File: src/rtl/arm_fetch.sv
// arm_fetch: instruction fetch stage.
// Holds the program counter and issues one word read per cycle to the
// arm_memory read port while prefetch credit is available. Returned words
// are queued with their PC and abort flag, and decode drains the queue
// through a valid/ready handshake. A branch redirect flushes the queue and
// drops any read that is still in flight.
module arm_fetch #(
  parameter logic [31:0] RESET_PC = 32'h0000_0000,
  parameter int          DEPTH    = 4
) (
  input  logic        clk,
  input  logic        rst,
  output logic [31:0] mem_addr,
  input  logic [31:0] mem_data,
  input  logic        mem_excpt,
  input  logic        branch_valid,
  input  logic [31:0] branch_target,
  output logic        inst_valid,
  output logic [31:0] inst,
  output logic [31:0] inst_pc,
  output logic        inst_abort,
  input  logic        inst_ready
);

  // Pointer width, and count width wide enough to hold DEPTH itself.
  localparam int PW = $clog2(DEPTH);
  localparam int CW = PW + 1;

  localparam logic [0:0] MODE_RUN  = 1'b0;
  localparam logic [0:0] MODE_HALT = 1'b1;

  // Architectural fetch state.
  logic [31:0] pc;
  logic [0:0]  mode;
  logic        inflight;
  logic [31:0] inflight_pc;

  // Prefetch queue storage and bookkeeping.
  logic [31:0] fifo_word  [DEPTH];
  logic [31:0] fifo_pc    [DEPTH];
  logic        fifo_abort [DEPTH];
  logic [PW-1:0] rd_ptr;
  logic [PW-1:0] wr_ptr;
  logic [CW-1:0] count;

  // Registered head of the queue; holds its last value while empty.
  logic [31:0] head_word;
  logic [31:0] head_pc;
  logic        head_abort;

  // Per-cycle decisions.
  logic          pop;
  logic          push;
  logic          fault;
  logic          issue;
  logic [31:0]   push_word;
  logic          push_abort;
  logic [CW-1:0] cnt_after_pop;
  logic [CW-1:0] credit_sum;
  logic [PW-1:0] rd_next;

  assign mem_addr   = pc;
  assign inst_valid = (count != '0);
  assign inst       = head_word;
  assign inst_pc    = head_pc;
  assign inst_abort = head_abort;

  // Decide pop, capture and issue for this cycle. Credit is checked after
  // this cycle's pop; a capture simply turns the in-flight slot into a
  // queue entry, so it does not change the count+inflight total. A faulting
  // capture suppresses issue so the PC stays at fault address + 4.
  always_comb begin
    pop           = inst_valid && inst_ready;
    push          = inflight;
    fault         = inflight && mem_excpt;
    push_abort    = mem_excpt;
    push_word     = mem_excpt ? 32'h0000_0000 : mem_data;
    cnt_after_pop = count - CW'(pop);
    credit_sum    = cnt_after_pop + CW'(inflight);
    rd_next       = rd_ptr + PW'(pop);
    issue         = !branch_valid && (mode == MODE_RUN) && !fault &&
                    (credit_sum < CW'(DEPTH));
  end

  // PC, run/halt mode and the single outstanding read; branch wins over all.
  always_ff @(posedge clk or negedge rst) begin
    if (!rst) begin
      pc          <= RESET_PC;
      mode        <= MODE_RUN;
      inflight    <= 1'b0;
      inflight_pc <= 32'h0000_0000;
    end else if (branch_valid) begin
      pc       <= branch_target & ~32'h0000_0003;
      mode     <= MODE_RUN;
      inflight <= 1'b0;
    end else begin
      if (fault) begin
        mode <= MODE_HALT;
      end
      if (issue) begin
        inflight    <= 1'b1;
        inflight_pc <= pc;
        pc          <= pc + 32'd4;
      end else begin
        inflight <= 1'b0;
      end
    end
  end

  // Queue pointers and occupancy; a branch empties the queue outright.
  always_ff @(posedge clk or negedge rst) begin
    if (!rst) begin
      rd_ptr <= '0;
      wr_ptr <= '0;
      count  <= '0;
    end else if (branch_valid) begin
      rd_ptr <= '0;
      wr_ptr <= '0;
      count  <= '0;
    end else begin
      rd_ptr <= rd_next;
      if (push) begin
        wr_ptr <= wr_ptr + PW'(1);
      end
      count <= cnt_after_pop + CW'(push);
    end
  end

  // Queue storage; entries are only observed after being written.
  always_ff @(posedge clk) begin
    if (push && !branch_valid) begin
      fifo_word[wr_ptr]  <= push_word;
      fifo_pc[wr_ptr]    <= inflight_pc;
      fifo_abort[wr_ptr] <= push_abort;
    end
  end

  // Head register: load the entry that will be at the head after this edge,
  // bypassing the captured word when it lands in an otherwise empty queue.
  always_ff @(posedge clk or negedge rst) begin
    if (!rst) begin
      head_word  <= 32'h0000_0000;
      head_pc    <= 32'h0000_0000;
      head_abort <= 1'b0;
    end else if (!branch_valid) begin
      if (cnt_after_pop != '0) begin
        head_word  <= fifo_word[rd_next];
        head_pc    <= fifo_pc[rd_next];
        head_abort <= fifo_abort[rd_next];
      end else if (push) begin
        head_word  <= push_word;
        head_pc    <= inflight_pc;
        head_abort <= push_abort;
      end
    end
  end

endmodule

File: config.mk
export PLATFORM = sky130hd
export DESIGN_NAME = arm_fetch
export DESIGN_NICKNAME = d
export VERILOG_FILES = /design/src/rtl/arm_fetch.sv
export SDC_FILE = /design/constraint.sdc
export NUM_CORES = 1
export LEC_CHECK = 0
export ABC_AREA = 1
export CAP_MARGIN = 20
export CELL_PAD_IN_SITES_DETAIL_PLACEMENT = 0
export CELL_PAD_IN_SITES_GLOBAL_PLACEMENT = 1
export CORE_ASPECT_RATIO = 0.6
export CORE_MARGIN = 2
export CORE_UTILIZATION = 39
export CTS_CLUSTER_SIZE = 28
export DETAILED_ROUTE_END_ITERATION = 8
export PLACE_DENSITY = 0.73
export SKIP_CTS_REPAIR_TIMING = 1
export SYNTH_ARGS = -nofsm -noshare
export SYNTH_HDL_FRONTEND = slang
export SYNTH_SLANG_ARGS = --single-unit
File: constraint.sdc
create_clock -name clk -period 4.8 [get_ports clk]
set_input_delay 0.48 -clock clk [delete_from_list [all_inputs] [get_ports clk]]
set_output_delay 0.48 -clock clk [all_outputs]
set_load 0.01 [all_outputs]
==> flow_summary_export.csv <==
group,metric,value,unit
status,outcome,"finished clean",
timing,period_share,63.0,%
clock_tree,cts.sinks,384,
timing,hold_ws,449,ps
timing,fin_setup_tns,0,ps
worst_hold_path,min_path_type,"input port to asynchronous set/reset pin",
worst_setup_path,critPathLaunchType,"input port",
global_route,grt_pass1_vias,12500,
synth,synth_edf_count,252,
power_and_ir_drop,powerDensity,676,mW/mm^2
final_layout,nNetsFinal,2019,
synth,synth_cells,1811,
timing,finalMaxSlewViolations,0,
synth,ys_types,31,
synth,ys_seq_area_share,63.7,%
floorplanning,num_rows,59,
worst_setup_path,worst_ep_required_time,5220,ps
worst_setup_path,path_buf_inv,5,
timing,tightest_slew,853,ps
timing,clock.fmax,330,MHz
synth,postSynthAreaPerCell,9.42,um^2
final_layout,multi_input_area,0.00535,mm^2
worst_setup_path,cp-end-kind,"flop",
final_layout,fillers,4120,
global_route,grt_max_degree,97,
floorplanning,die_area,0.0455,mm^2
worst_setup_path,rr_endpoint,"inst_abort",
timing,timing.final.ws_setup,1770,ps
timing,setup_viol,0,
worst_setup_path,slowest_stage,"inv_2",
drt,drt_first_iter_violations,1017,
timing,slew_headroom,43.0,%
final_layout,area_growth,20.4,%
power_and_ir_drop,switchingPower,5.59,mW
worst_setup_path,reg2regPathDepth,15,
timing,rsz0062_at_grt,"no",
final_layout,antenna_cells,0,
place,pre_cts_ws,1190,ps
worst_setup_path,r2r-start,"count[1]",
floorplanning,die_y,166,um
drt,drt-total-wl,46200,um
global_route,grt_usage,20.5,%
power_and_ir_drop,switching_share,40.2,%
job,maxCapViolCount,0,
global_route,grt_pass1_wl,73200,um
worst_setup_path,crit_chain,"clkdlybuf4s50_1 > nand3_1 > inv_1 > ha_1 > inv_1 > nand2_1 > nand2_1 > nor2_1 > nand3_4 > inv_2 > nand2_1 > nand2_1 > inv_1 > nand2_1 > nand2_1",
drt,vias_per_cell,5.01,
floorplanning,die_x,274,um
drt,drc,0,
synth,synth-seq-cells,384,
synth,synthesis.area,0.0171,mm^2
global_route,antenna_found_initial,0,
worst_setup_path,critPathKind,"input port to flop",
worst_setup_path,cp_common_cell,"nand2_1",
place,hpwl,28200,um
final_layout,postLayoutCoreUtil,47.5,%
drt,drtPass1Iterations,5,
power_and_ir_drop,combPwrFrac,41.1,%
power_and_ir_drop,power.internal,8.30,mW
power_and_ir_drop,leakagePower,8.75,nW
clock_tree,root_buffer,"clkbuf_16",
place,place.gp.congestion,0.921,
final_layout,final-seq-area,0.0109,mm^2
synth,yosys_warnings,0,
worst_setup_path,slowest_delay,640,ps
worst_setup_path,worstPathArrival,3450,ps
floorplanning,start_util,39.4,%
synth,ys.flop_type,"edfxtp_1",
timing,fin_crit,3030,ps
clock_tree,ctsHtreeMaxLevel,2,
floorplanning,top_level_ports,167,
drt,postRouteAntennaNets,0,
clock_tree,cts_tree,"built",
global_route,overflow,0,
power_and_ir_drop,clock_power_share,22.2,%
final_layout,layout-drive-gt1-share,5.17,%
drt,num_vias,12800,
synth,synthArstFlopShare,34.4,%
power_and_ir_drop,pwr-share-seq,36.7,%
clock_tree,path_clk_slew,60,ps
floorplanning,coreArea,0.0433,mm^2
clock_tree,clock_latency,540,ps
clock_tree,numCtsBuffers,39,
power_and_ir_drop,ir_drop,0.326,mV
place,port_buffers,160,
timing,hold_violations,0,
worst_setup_path,r2r_setup_slack,1780,ps
timing,skew,14.4,ps
clock_tree,clockBufferDepth,3,
worst_setup_path,critical-path-top-delay-family,"buffers and inverters",
drt,wl_per_cell,18.1,um
worst_setup_path,cp_max_fo,27,
==> layout by cell type (no fill, tap or decap), types with 13 or more instances in the layout <==
cell type        instances
nor2_1                 127
nand3_1                250
nor3_1                  13
dfrtp_1                132
a21oi_1                 56
buf_4                   20
inv_1                  102
edfxtp_1               252
clkbuf_16               41
o21ai_0                 45
nand2_1                670
clkdlybuf4s50_1        159
==> how the worst max path moves through the flow <==
stage	start	endpoint	slack [ps]	cells after the start
6_report	inst_ready	inst_abort	1770	15
5_1_grt	count[1]	inst_abort	1460	15
4_1_cts	count[1]	inst_abort	1700	15
3_5_place_dp	inst_ready	inst_abort	1190	15
3_3_place_gp	inst_ready	inst_abort	1210	15
2_1_floorplan	branch_valid	fifo_abort[0]	640	4
==> power by group through the flow <==
stage | combinational (mW) | clock [mW] | sequential, mW
after detailed placement | 5.75 | 0 | 5.16
after global placement | 5.68 | 0 | 5.14
after floorplan | 3.50 | 0 | 5.12
final | 5.71 | 3.08 | 5.10
after CTS | 5.77 | 3.15 | 5.10
after global routing | 6.46 | 3.29 | 5.21
==> metal layers <==
layer | part of all wire, % | vias to the layer above | wire length, um | global-route usage (%)
met3 | 5.4 | 56 | 2480 | 3.21
met5 | 0 | - | 0 | 0
met2 | 43 | 322 | 20000 | 31.2
met4 | 1.7 | 0 | 782 | 4.30
li1 | - | 6224 | - | -
met1 | 50 | 6182 | 22900 | 31.1
==> state kept, by name, summed over array words and instances, names as in the netlist, 2 cells and up <==
signal / count
fifo_word: 128
fifo_pc: 120
inst: 32
inflight_pc: 30
inst_pc: 30
mem_addr: 30
fifo_abort: 4
count: 3
rd_ptr: 2
wr_ptr: 2
==> cell usage after synthesis (2+ instances only) <==
| master | instances | area (um^2) |
|---|---|---|
| a21oi_1 | 56 | 280 |
| a31oi_1 | 2 | 12.5 |
| buf_1 | 5 | 18.8 |
| buf_2 | 58 | 290 |
| buf_4 | 16 | 120 |
| clkbuf_1 | 22 | 82.6 |
| dfrtp_1 | 132 | 3300 |
| edfxtp_1 | 252 | 7570 |
| ha_1 | 8 | 100 |
| inv_1 | 102 | 383 |
| inv_2 | 4 | 15.0 |
| nand2_1 | 671 | 2520 |
| nand2_2 | 3 | 18.8 |
| nand2_4 | 2 | 22.5 |
| nand3_1 | 251 | 1260 |
| nand4_1 | 6 | 37.5 |
| nor2_1 | 131 | 492 |
| nor3_1 | 13 | 65.1 |
| o211ai_1 | 10 | 75.1 |
| o21ai_0 | 45 | 225 |
| o22ai_1 | 2 | 12.5 |
| xnor2_1 | 2 | 17.5 |
| xor2_1 | 10 | 87.6 |
==> layout make-up <==
cell class / instances / area share, %
clock buffer: 54 / 5.28
clock inverter: 17 / 0.908
inverter: 106 / 1.94
multi-input combinational: 1222 / 26.0
sequential: 384 / 52.9
tap: 579 / 3.53
timing repair buffer: 189 / 9.40
==> logic make-up after synthesis <==
kind of cell / count (synthesis) / synth area share (%)
simple gates: 1081 / 26.1
other cells: 1 / 0.0220
compound gates: 117 / 3.62
fa+ha+maj: 8 / 0.587
xor+xnor: 12 / 0.616
buf+inv: 208 / 5.40
flops: 384 / 63.7
==> per-stage QoR <==
stage / area (um^2) / total power [mW] / instances
after floorplan: 17100 / 8.63 / 1814
after global placement: 19200 / 10.8 / 2478
after detailed placement: 19200 / 10.9 / 2478
after CTS: 20500 / 14.0 / 2549
after global routing: 20500 / 15.0 / 2551
final: 20500 / 13.9 / 2551
Note: power is estimated with default switching activity, not from simulation.
